<file path="config.mk">
export PLATFORM = sky130hd
export DESIGN_NAME = panel_fsm_flat
export DESIGN_NICKNAME = d
export VERILOG_FILES = /design/src/rtl/panel_fsm_if.sv /design/src/rtl/panel_fsm.sv /design/src/flat_wrapper.sv
export SDC_FILE = /design/constraint.sdc
export NUM_CORES = 1
export LEC_CHECK = 0
export ABC_CLOCK_PERIOD_IN_PS = 2200
export CORE_AREA = 2 2 39 41
export CTS_CLUSTER_SIZE = 14
export DETAILED_ROUTE_END_ITERATION = 16
export DIE_AREA = 0 0 41 43
export GPL_ROUTABILITY_DRIVEN = 0
export PLACE_DENSITY = 0.68
export SETUP_SLACK_MARGIN = 0.4
export SKIP_LAST_GASP = 1
export SYNTH_ARGS = -nofsm -noshare
export SYNTH_HDL_FRONTEND = slang
export SYNTH_SLANG_ARGS = --single-unit
</file>
<file path="constraint.sdc">
create_clock -name clk -period 2.2 [get_ports clk]
set_input_delay 0.44 -clock clk [delete_from_list [all_inputs] [get_ports clk]]
set_output_delay 0.44 -clock clk [all_outputs]
set_load 0.01 [all_outputs]
</file>
<file path="src/rtl/panel_fsm_if.sv">
// Front-panel bundle: button press pulses and sequencer completion in,
// panel state, program index and sequencer handshake out.
interface panel_fsm_if;
    logic       power_p;
    logic       mode_p;
    logic       start_p;
    logic       done;
    logic [1:0] state;
    logic [1:0] mode;
    logic       run_en;
    logic       start_req;
    logic       beep;

    modport master (
        output power_p, mode_p, start_p, done,
        input  state, mode, run_en, start_req, beep
    );

    modport slave (
        input  power_p, mode_p, start_p, done,
        output state, mode, run_en, start_req, beep
    );
endinterface

</file>
<file path="src/rtl/panel_fsm.sv">
// Washing-machine front-panel FSM: power, program select, run/pause.
// Optional idle auto-off is enabled by defining PANEL_AUTOOFF_EN.
module panel_fsm #(
    parameter int MODES        = 4,
    parameter int IDLE_TIMEOUT = 1_000_000_000
) (
    input  logic        clk,
    input  logic        rst,
    panel_fsm_if.slave  pnl
);

    typedef enum logic [1:0] {
        S_OFF   = 2'b00,
        S_IDLE  = 2'b01,
        S_RUN   = 2'b10,
        S_PAUSE = 2'b11
    } state_e;

    localparam logic [1:0] MODE_LAST = 2'(MODES - 1);

    if (MODES < 2 || MODES > 4 || IDLE_TIMEOUT < 2) begin : g_bad_cfg
        $error("panel_fsm: MODES must be 2..4 and IDLE_TIMEOUT at least 2");
    end

    state_e     state_q;
    logic [1:0] mode_q;
    logic       run_en_q;
    logic       start_req_q;
    logic       beep_q;

`ifdef PANEL_AUTOOFF_EN
    localparam logic [29:0] IDLE_LAST = 30'(IDLE_TIMEOUT - 1);
    logic [29:0] idle_cnt_q;
`endif

    always_ff @(posedge clk or posedge rst) begin
        if (rst) begin
            state_q     <= S_OFF;
            mode_q      <= '0;
            run_en_q    <= 1'b0;
            start_req_q <= 1'b0;
            beep_q      <= 1'b0;
`ifdef PANEL_AUTOOFF_EN
            idle_cnt_q  <= '0;
`endif
        end else begin
            // NOTE: non-blocking defaults here are overridden by any later
            // assignment in this block, so pulses stay exactly one cycle wide.
            start_req_q <= 1'b0;
            beep_q      <= 1'b0;
`ifdef PANEL_AUTOOFF_EN
            idle_cnt_q  <= '0;
`endif
            case (state_q)
                S_OFF: begin
                    if (pnl.power_p) begin
                        state_q <= S_IDLE;
                        mode_q  <= '0;
                        beep_q  <= 1'b1;
                    end
                end
                S_IDLE: begin
                    if (pnl.power_p) begin
                        state_q <= S_OFF;
                        beep_q  <= 1'b1;
                    end else if (pnl.start_p) begin
                        state_q     <= S_RUN;
                        run_en_q    <= 1'b1;
                        start_req_q <= 1'b1;
                        beep_q      <= 1'b1;
                    end else if (pnl.mode_p) begin
                        mode_q <= (mode_q == MODE_LAST) ? 2'd0 : mode_q + 2'd1;
                        beep_q <= 1'b1;
`ifdef PANEL_AUTOOFF_EN
                    // Quiet IDLE cycle: count toward silent auto-off.
                    end else if (idle_cnt_q == IDLE_LAST) begin
                        state_q <= S_OFF;
                    end else begin
                        idle_cnt_q <= idle_cnt_q + 30'd1;
`endif
                    end
                end
                S_RUN: begin
                    if (pnl.power_p) begin
                        state_q  <= S_OFF;
                        run_en_q <= 1'b0;
                        beep_q   <= 1'b1;
                    end else if (pnl.done) begin
                        state_q  <= S_IDLE;
                        run_en_q <= 1'b0;
                        beep_q   <= 1'b1;
                    end else if (pnl.start_p) begin
                        state_q  <= S_PAUSE;
                        run_en_q <= 1'b0;
                        beep_q   <= 1'b1;
                    end
                end
                S_PAUSE: begin
                    if (pnl.power_p) begin
                        state_q <= S_OFF;
                        beep_q  <= 1'b1;
                    end else if (pnl.done) begin
                        state_q <= S_IDLE;
                        beep_q  <= 1'b1;
                    end else if (pnl.start_p) begin
                        // Resume, not a new program start: no start_req.
                        state_q  <= S_RUN;
                        run_en_q <= 1'b1;
                        beep_q   <= 1'b1;
                    end
                end
                default: begin
                    state_q  <= S_OFF;
                    run_en_q <= 1'b0;
                end
            endcase
        end
    end

    assign pnl.state     = state_q;
    assign pnl.mode      = mode_q;
    assign pnl.run_en    = run_en_q;
    assign pnl.start_req = start_req_q;
    assign pnl.beep      = beep_q;

endmodule

</file>
<file path="src/flat_wrapper.sv">
// flat-port wrapper written by rule: the top's interface ports become plain ports
module panel_fsm_flat 
#(
    parameter int MODES        = 4,
    parameter int IDLE_TIMEOUT = 1_000_000_000
)
  (clk, rst, pnl_power_p, pnl_mode_p, pnl_start_p, pnl_done, pnl_state, pnl_mode, pnl_run_en, pnl_start_req, pnl_beep);
  panel_fsm_if pnl_i ();
  input  logic clk;
  input  logic rst;
  input wire logic [$bits(pnl_i.power_p)-1:0] pnl_power_p;
  input wire logic [$bits(pnl_i.mode_p)-1:0] pnl_mode_p;
  input wire logic [$bits(pnl_i.start_p)-1:0] pnl_start_p;
  input wire logic [$bits(pnl_i.done)-1:0] pnl_done;
  output wire logic [$bits(pnl_i.state)-1:0] pnl_state;
  output wire logic [$bits(pnl_i.mode)-1:0] pnl_mode;
  output wire logic [$bits(pnl_i.run_en)-1:0] pnl_run_en;
  output wire logic [$bits(pnl_i.start_req)-1:0] pnl_start_req;
  output wire logic [$bits(pnl_i.beep)-1:0] pnl_beep;
  assign pnl_i.power_p = pnl_power_p;
  assign pnl_i.mode_p = pnl_mode_p;
  assign pnl_i.start_p = pnl_start_p;
  assign pnl_i.done = pnl_done;
  assign pnl_state = pnl_i.state;
  assign pnl_mode = pnl_i.mode;
  assign pnl_run_en = pnl_i.run_en;
  assign pnl_start_req = pnl_i.start_req;
  assign pnl_beep = pnl_i.beep;
  panel_fsm #(.MODES(MODES), .IDLE_TIMEOUT(IDLE_TIMEOUT)) u_core (.clk(clk), .rst(rst), .pnl(pnl_i));
endmodule
</file>
After elaboration in Yosys (flattened, before gate mapping)
Index checks and enable logic that the tools add are counted.
- add/subtract/negate cells: 1
- muxes and demuxes: 33
- eq/ne operators: 11
- reduce and logical (&&, ||, !) cells: 7
- operators with widths (kind ; count):
    2-bit two-way mux ; 13
    1-bit two-way mux ; 16
    2-bit inequality test, second input constant ; 6
    5-bit AND reduction ; 2
    2-bit one-hot mux with 4 select lines ; 1
    2-bit == test, second input constant ; 3
    1-bit one-hot mux with 3 select lines ; 2
    4-bit inequality test, second input constant ; 1
    2-bit one-hot mux with 2 select lines ; 1
    3-bit nonzero test ; 1
    2-bit by 1-bit adder with 2-bit output, second input constant ; 1
    2-bit by 1-bit == test with 1-bit output, second input constant ; 1
    2-bit logical NOT ; 1
    2-bit AND reduction ; 1
    2-bit nonzero test ; 1
    2-bit OR reduction ; 1
- bits in registers: 7
- output and inout port bits: 7
- input bits: 6
- logic and storage cells: 57

Logic depth before layout (Yosys ltp)
Gate-level depths: netlist of the first run.
- word-level depth: 6
- depth in mapped cells: 4

Least setup slack after synthesis of the first run
OpenSTA, ideal clock, no wires.
- kind: register to register
- from: register u_core.mode_q[0] (netlist: u_core.pnl.mode[0])
- to: register u_core.mode_q[0] (netlist: u_core.pnl.mode[0])
- arrival: 1.257 ns
- setup slack: 0.847 ns
- cell stages (with the launch flop): 4
- path buffers: 0
- period minus slack after synthesis: 1.353 ns
- path through: dfrtp_1 -> ha_1 -> or4b_1 -> o31ai_1
- cells in the longest elaborated chain, start to end: 6
- elaborated cells between the ends (all ways): 7
- those cells by class: 1 x add/sub; 1 x eq/ne; 5 x mux
- ends and longest elaborated chain (element ; line ; text):
    start, declared ; panel_fsm.sv:26 ; logic [1:0] mode_q;
    start signal, assigned ; panel_fsm.sv:72 ; mode_q <= (mode_q == MODE_LAST) ? 2'd0 : mode_q + 2'd1;
    2-bit by 1-bit adder with 2-bit output or 2-bit == test (tied branches) ; panel_fsm.sv:72 ;
    2-bit two-way mux (*) ; panel_fsm.sv:72 ;
    2-bit two-way mux (*) ; panel_fsm.sv:71 ; end else if (pnl.mode_p) begin
    2-bit two-way mux (*) ; panel_fsm.sv:66 ; end else if (pnl.start_p) begin
    2-bit two-way mux (*) ; panel_fsm.sv:63 ; if (pnl.power_p) begin
    2-bit one-hot mux with 2 select lines (*) ; panel_fsm.sv:54 ; case (state_q)
Mark *: on every way between the ends. The rest lies on a longest branch, timed or not. The select of a mux whose other input is x is not followed.
A chain may end at the register's enable or synchronous reset.

Worst setup path after layout of the first run
- from: register u_core.state_q[0] (netlist: u_core.pnl.state[0])
- to: output port pnl_state[0]
- RTL lines (element ; line ; text):
    start, declared ; panel_fsm.sv:25 ; state_e state_q;
    start signal, assigned ; panel_fsm.sv:38 ; state_q <= S_OFF;
    start signal, assigned ; panel_fsm.sv:57 ; state_q <= S_IDLE;
    start signal, assigned ; panel_fsm.sv:64 ; state_q <= S_OFF;
    end, declared ; flat_wrapper.sv:15 ; output wire logic [$bits(pnl_i.state)-1:0] pnl_state;
No word-level cell between the ends.

==> flow_metrics.tcl, run 1 <==
set metrics [dict create \
    drt_iter0_drc 5 \
    syn_area_per_cell_sq_um 9.62 \
    cts_tree "done" \
    synth_commonest_cells "dfrtp_1, nand2_1, nor2_1, nor2b_1" \
    synth-seq-cells 7 \
    synth_edf_count 0 \
    syn_nets 49 \
    postSynth.asyncResetShare_pct 100 \
    syn_inst 42 \
    ys_top_cells_by_area "dfrtp_1, mux2i_1, or4b_1" \
    cp-start-kind "flip-flop" \
    reg2reg_to "u_core.pnl.mode[0]$_DFFE_PP0P_" \
    tns_ns 0 \
    r2r_setup_slack_ns 0.83 \
    worst_pin_slew_ns 0.367 \
    p_clk_share_pct 29.8 \
    antenna_found_initial 0 \
    netlist_area_sq_um 404 \
    fin_ws_ns 0.492 \
    hp-class "primary input to async pin" \
    cts_max_path_buffers 2 \
    cts_made_buffers 3 \
    critPathArrivalTime_ns 1.27 \
    core_area_sq_um 1380 \
    status "finished clean" \
    die-area_sq_um 1760 \
    grt_max_degree 14 \
    p_seq_share_pct 43.1 \
    synth_seq_area_share_pct 43.3 \
    clk_pin_slew_worst_paths_ns 0.05 \
    drt-vias-per-instance 5.00 \
    drc 0 \
    critPathLaunch "u_core.pnl.state[0]$_DFFE_PP0P_" \
    firstDrtPassIters 3 \
    yosysWarnings 0 \
    crit_type "flip-flop to output pin" \
    track_usage_pct 11.5 \
    power_density_nw_per_um2 673 \
    layout-drive-gt1-share_pct 14.0 \
    wire_per_inst_um 11.0 \
    vias 365 \
    endpoint_kind "output pin" \
    met3_usage_pct 1.57 \
    rows 14 \
    ys.flop_type "dfrtp_1" \
    die_y_um 43 \
    yosys.area_share.simple_pct 27.6 \
    hold_violations 0 \
    portBuffers 12 \
    synthAdderAreaFrac_pct 3.10 \
    synth-xor-area-share_pct 0 \
    areaGrowthSynthToFinish_pct 40.2 \
    fin_nets 65 \
    drtAntennaViolNets 0 \
    synth_top_family_by_area "simple AND/OR/NAND/NOR gates" \
    synth_top_cell_by_area "dfrtp_1" \
    num_io_pins 13 \
    synth_compound_area_share_pct 12.4 \
    comb_power_share_pct 27.1 \
    antennaDiodeCount 0 \
    total_leakage_power_nw 0.232 \
    dp_hpwl_um 611 \
    hold_ws_ns 0.418 \
    cts.htree.levels 1 \
    post-route-min-period_ns 1.71 \
    final-setup-viol-count 0 \
    crit_family "buffers and inverters" \
    dieWidth_um 41 \
    synth_cell_types 25 \
    clockRootBuffer "clkbuf_4" \
    worstPathRequired_ns 1.76 \
    met2_usage_pct 15.3 \
    reg2regPathDepth 3 \
    use_met1_pct 15.2 \
    drt-total-wl_um 803 \
    crit_fanout 12 \
    fmax_mhz 585 \
    grt_pass1_wl_mm 1.37 \
    yosysTopAreaCellShare_pct 43.3 \
    busiest_layer "met2" \
    slew_violations 0 \
    initial_core_util_pct 29.2 \
    grt.overflow.total 0 \
    place_ws_ns 0.321 \
    drv_cap 0 \
    crit_chain "clkdlybuf4s50_1" \
    ir_drop_uv 184 \
    final_util_pct 41.0 \
    rsz0062_at_grt "no" \
    muxShareOfSynthArea_pct 7.74 \
    swShare_pct 27.7 \
    cp_slowest_cell "clkdlybuf4s50_1" \
    critical_path.max_stage_delay_ns 0.56 \
    internal_power_uw 276 \
    rr_startpoint "u_core.pnl.mode[0]$_DFFE_PP0P_" \
    clk_latency_ns 0.25 \
    grt_pass1_vias 327 \
    crit_end "pnl_state[0]" \
    fin_crit_sh_pct 77.6 \
    cp.depth 1 \
    yosysMostFrequentCell "dfrtp_1" \
    switching_power_uw 105 \
    slew_headroom_pct 75.5 \
    critPathBufInv 1 \
    skew_ns 0.00277 \
    clock_sinks 7 \
]
state kept, by name (all words and copies together), names as in the netlist:
register              cells
u_core.pnl.beep           1
u_core.pnl.mode           2
u_core.pnl.run_en         1
u_core.pnl.start_req      1
u_core.pnl.state          2
logic make-up after synthesis:
logic type	after synthesis
fa+ha+maj	1
buf+inv	4
compound gates	8
mux	3
simple gates	19
flops	7
power groups by stage:
stage	Clock (mW)	Combinational (mW)	Sequential (mW)
5_1_grt	0.128	0.114	0.168
3_5_place_dp	0	0.104	0.166
3_3_place_gp	0	0.102	0.166
2_1_floorplan	0	0.0534	0.165
4_1_cts	0.120	0.104	0.165
6_report	0.113	0.103	0.164
layer usage:
metal / vias up / part of all wire [%]
li1: 185 / -
met1: 168 / 53
met2: 10 / 41
met3: 2 / 4.1
met4: 0 / 1.7
met5: - / 0
through the flow:
step / power (mW) / instance area (sq um) / std cells
floorplan: 0.218 / 404 / 42
global placement: 0.268 / 539 / 69
detailed placement: 0.270 / 539 / 69
CTS: 0.389 / 567 / 73
global route: 0.409 / 567 / 73
finish: 0.381 / 567 / 73
area by class of cell:
type	instances	area (sq um)
fill	153	817
multi-input combinational	31	205
sequential	7	176
timing repair buffer	14	135
clock buffer	4	26.3
tap	16	20.0
inverter	1	3.75
what timing repair did:
item	4_1_cts	5_1_grt
buffers inserted	0	0
endpoints found under the setup margin	1	0
resized for setup	1	0
hold buffers	0	0
cells in the final DEF, fill, tap and decap left out, drive strengths merged, types with 2 or more instances in the layout:
master | netlist | routed
o21ai | 2 | 2
or4b | 2 | 2
nand3b | 2 | 2
nor2 | 3 | 3
buf | 2 | 2
a21oi | 2 | 2
mux2i | 2 | 2
nand2 | 3 | 3
dfrtp | 7 | 7
nor2b | 3 | 3
clkdlybuf4s50 | 0 | 12
clkbuf | 1 | 4
worst min-delay path by stage:
stage / start / to / slack [ns] / cells after the start
after floorplan: rst / u_core.pnl.beep$_DFF_PP0_ / 0.24 / 1
after global placement: u_core.pnl.mode[0]$_DFFE_PP0P_ / u_core.pnl.mode[0]$_DFFE_PP0P_ / 0.54 / 1
after detailed placement: u_core.pnl.mode[0]$_DFFE_PP0P_ / u_core.pnl.mode[0]$_DFFE_PP0P_ / 0.54 / 1
after CTS: rst / u_core.pnl.start_req$_DFF_PP0_ / 0.42 / 2
after global routing: rst / u_core.pnl.beep$_DFF_PP0_ / 0.45 / 2
final: rst / u_core.pnl.start_req$_DFF_PP0_ / 0.42 / 2
Power figures use the tool's default switching activity.
==> run 2, diff against run 1 <==
Settings changed: ABC_CLOCK_PERIOD_IN_PS 2200 to 1400, PLACE_DENSITY 0.68 to 0.71.
Clock period 2.2 ns to 1.4 ns, I/O delays scaled along.
==> run 2 against run 1 <==
  * Combinational power grew 130%
  * Sequential share of layout area is 4.8 points lower
  * Die area unchanged
  * Final cell count grew 14%
  * Largest power group unchanged
  * Via count up 9.6%
  * Wire length up 22%
  * Flip-flop and latch count is the same
  * Cell area up 17%
==> flow_metrics.tcl, run 2 (synthesis results as in run 1) <==
set metrics [dict create \
    crit_family "simple AND/OR/NAND/NOR gates" \
    num_io_pins 13 \
    drt_iter0_drc 0 \
    skew_ns 0.000250 \
    mostFrequentLayoutCells "buf_4, dfrtp_1, buf_2, buf_6, dlygate4sd2_1" \
    cts.htree.levels 1 \
    drv_cap 0 \
    critical_path.max_stage_delay_ns 0.47 \
    worst_pin_slew_ns 0.270 \
    crit_fanout 3 \
    die_y_um 43 \
    slew_violations 0 \
    total_leakage_power_nw 0.310 \
    dp_hpwl_um 657 \
    power_uw 670 \
    layout-drive-gt1-share_pct 46.3 \
    die-area_sq_um 1760 \
    fin_crit_sh_pct 93.0 \
    ir_drop_uv 468 \
    final-setup-viol-count 0 \
    grt_pass1_vias 393 \
    final_util_pct 48.0 \
    clk_pin_slew_worst_paths_ns 0.05 \
    drt-vias-per-instance 4.82 \
    grt.overflow.total 0 \
    fmax_mhz 768 \
    cts_max_path_buffers 2 \
    clock_sinks 7 \
    critPathBufInv 0 \
    fin_ws_ns 0.0979 \
    grt_pass1_wl_mm 1.70 \
    drtAntennaViolNets 0 \
    areaGrowthSynthToFinish_pct 64.4 \
    cts_tree "done" \
    multi_input_area_sq_um 243 \
    vias 400 \
    clockRootBuffer "clkbuf_4" \
    hp-class "primary input to async pin" \
    firstDrtPassIters 1 \
    antenna_found_initial 0 \
    dieWidth_um 41 \
    status "finished clean" \
    layout_commonest_cell "buf_4" \
    antennaDiodeCount 0 \
    postCtsHoldBufs 0 \
    place_ws_ns -0.131 \
    critPathArrivalTime_ns 1.46 \
    fill_cells 147 \
    power_density_nw_per_um2 1010 \
    hold_ws_ns 0.265 \
    cts_made_buffers 3 \
    cp-start-kind "flip-flop" \
    fin_nets 75 \
    worstPathRequired_ns 1.56 \
    clk_latency_ns 0.25 \
    post-route-min-period_ns 1.30 \
    grt_max_degree 12 \
    crit_chain "ha_2 -> or4b_4 -> o31ai_2" \
    portBuffers 12 \
    wire_per_inst_um 11.8 \
    crit_type "flip-flop to flip-flop" \
    rows 14 \
    hold_violations 0 \
    regArea_sq_um 175 \
    drt-total-wl_um 982 \
    core_area_sq_um 1380 \
    rsz0062_at_grt "yes" \
    endpoint_kind "flip-flop" \
    initial_core_util_pct 29.2 \
    drc 0 \
    cp_slowest_cell "or4b_4" \
    tns_ns 0 \
    track_usage_pct 14.2 \
    slew_headroom_pct 82.0 \
]
==> run 2: cell types whose count changed in the layout (fill, tap and decap cells not counted), sizes merged <==
cell,delta
buf,+16
dlygate4sd2,+4
clkdlybuf4s50,-10
==> run 2: repair_timing <==
item / CTS / global route
endpoints found under the setup margin: 14 / 13
pin swaps: 0 / 2
buffers inserted: 5 / 1
resized for setup: 38 / 6
==> run 2: power by group <==
group	leakage (nW)	switching (mW)	internal, mW
Clock	0.0150	0.0742	0.109
Combinational	0.208	0.102	0.138
Sequential	0.0874	0.0200	0.227
Total	0.310	0.196	0.474
==> run 2: layout make-up <==
cell class              instances  area share (%)
repair buffers                 24            29.6
multi-input cells              31            36.5
well taps                      16            3.01
clock buffers                   4            3.95
inverters                       1           0.565
flip-flops and latches          7            26.4
==> run 2: metrics by stage <==
| step | std cells | cell area (sq um) |
|---|---|---|
| 2_1_floorplan | 42 | 404 |
| 3_3_place_gp | 73 | 569 |
| 3_5_place_dp | 73 | 569 |
| 4_1_cts | 82 | 631 |
| 5_1_grt | 83 | 664 |
| 6_report | 83 | 664 |
==> run 2: per-layer routing <==
metal / wire length (um) / up-vias / GRT usage [%]
met5: 0 / - / 0
met4: 4 / 0 / 8.00
met3: 58 / 2 / 3.14
met2: 500 / 10 / 20.6
met1: 418 / 187 / 18.5
li1: - / 201 / -
==> run 2: final timing paths <==
check                                                start                              end  slack (ns)  depth (start not counted)
setup / recovery            u_core.pnl.mode[1]$_DFFE_PP0P_   u_core.pnl.mode[0]$_DFFE_PP0P_         0.1                          3
hold / removal                                         rst   u_core.pnl.start_req$_DFF_PP0_        0.27                          2
setup reg to reg            u_core.pnl.mode[1]$_DFFE_PP0P_   u_core.pnl.mode[0]$_DFFE_PP0P_         0.1                          3
hold reg to reg            u_core.pnl.state[1]$_DFFE_PP0P_   u_core.pnl.mode[0]$_DFFE_PP0P_        0.64                          2
max in group asynchronous                              rst  u_core.pnl.state[0]$_DFFE_PP0P_        0.92                          2
min in group clk                               pnl_power_p   u_core.pnl.mode[0]$_DFFE_PP0P_        0.50                          3
==> patch, RTL diff (settings of run 1) <==
Reset style: synchronous (`rst`), changed in one clocked block.
--- a/src/rtl/panel_fsm.sv
+++ b/src/rtl/panel_fsm.sv
@@ -35,3 +35,3 @@
 
-    always_ff @(posedge clk or posedge rst) begin
+    always_ff @(posedge clk) begin
         if (rst) begin
Check against the original RTL: differs if rst is asserted again (counterexample within 4 cycles, from zero or initial values and one cycle with rst high); with rst held inactive, the same outputs for 10 cycles.
==> patch against run 1 <==
Wire length is 1.6% lower; worst setup slack improved by 0.033 ns; final area shrank 5.1%; hold slack improved by 0.092 ns; die area did not move; fmax increased by 2.0%; via count shrank 1.9%; sequential cell count unchanged; synthesized cell count shrank 7.1%; area after synthesis shrank 5.9%; critical path type unchanged; critical endpoint unchanged.
Power is not compared: it rests on default switching activity, and its combinational part moved more than twofold at a synthesized area within 25%.
==> patch: results <==
[run_status]
status = finished clean

[cells_and_area]
final_area_um2 = 538
num-nonclk-buffers = 12
layout-area-overhead-vs-synth_pct = 41.4
multi_input_area_um2 = 225
clkCellAreaFrac_pct = 4.88
bufAreaShareNonClock_pct = 22.3
seq_cells = 7
regArea_um2 = 143
fill_cells = 148
finalNetCount = 62
multi_input_gates = 30
drive_gt1_share_pct = 16.7

[synthesis]
synthCells = 39
synthTopCellsByCount = dfxtp_1 (7), nor2b_1 (4), o21ai_0 (4)
synth_fa_ha_area_share_pct = 3.29
syn_nets = 46
synth.area.top_cells = dfxtp_1 (37%), nor2b_1 (6.6%), nor4bb_4 (6.6%)
synth_cell_types = 21
ys_seq_area_share_pct = 36.8

[worst_setup_path]
crit_arrival_ns = 1.23
reg2reg_to = u_core.pnl.mode[0]
regToRegStartpoint = u_core.pnl.state[0]
worst-r2r-setup-slack_ns = 1.10
worstPathMaxFanout = 10

[global_route]
grt_usage_pct = 12.1
grt_max_degree = 11

[sta]
relSlewSlack_pct = 73.9
max_freq_mhz = 597
whs_ns = 0.509
fin_skew_ns = 0.00667

[routing]
first_pass_iters = 4
wl_per_cell_um = 11.3
via_count = 358

[placement]
dp_cells = 66
placedInstanceArea_um2 = 509
dpl_worst_slack_ns = 0.341

[power_and_ir_drop]
finalPower_uw = 304

[min_path]
hold_path.class = flop to flop
[patch: cell count changes after synthesis, moves of 2 or more]
| cell | before | now |
|---|---|---|
| dfrtp_1 | 7 | 0 |
| mux2i_1 | 2 | 0 |
| dfxtp_1 | 0 | 7 |
| nand2_1 | 3 | 1 |
| or4b_1 | 2 | 0 |
| nor4_1 | 0 | 3 |
| a22o_1 | 0 | 2 |
| o21ai_0 | 2 | 4 |
[patch: per-layer routing]
metal  vias up  wire length (um)  GRT usage [%]
met5         -                 0              0
met4         0                11           4.00
met3         2                61           9.42
met2        14               365           15.6
met1       162               351           15.1
li1        180                 -              -
[patch: timing repair]
action | in CTS | in global routing
gates resized for setup | 1 | 1
endpoints found under the hold margin | 0 | 0
endpoints found under the setup margin | 1 | 1
[patch: cell families (layout without fill, tap and decap cells)]
logic type,Yosys count,after routing
AO/OA/AOI/OAI,13,13
adder cells (fa/ha/maj),1,1
buffers and inverters,2,17
flip-flops,7,7
multiplexers,1,1
AND/OR/NAND/NOR,15,15
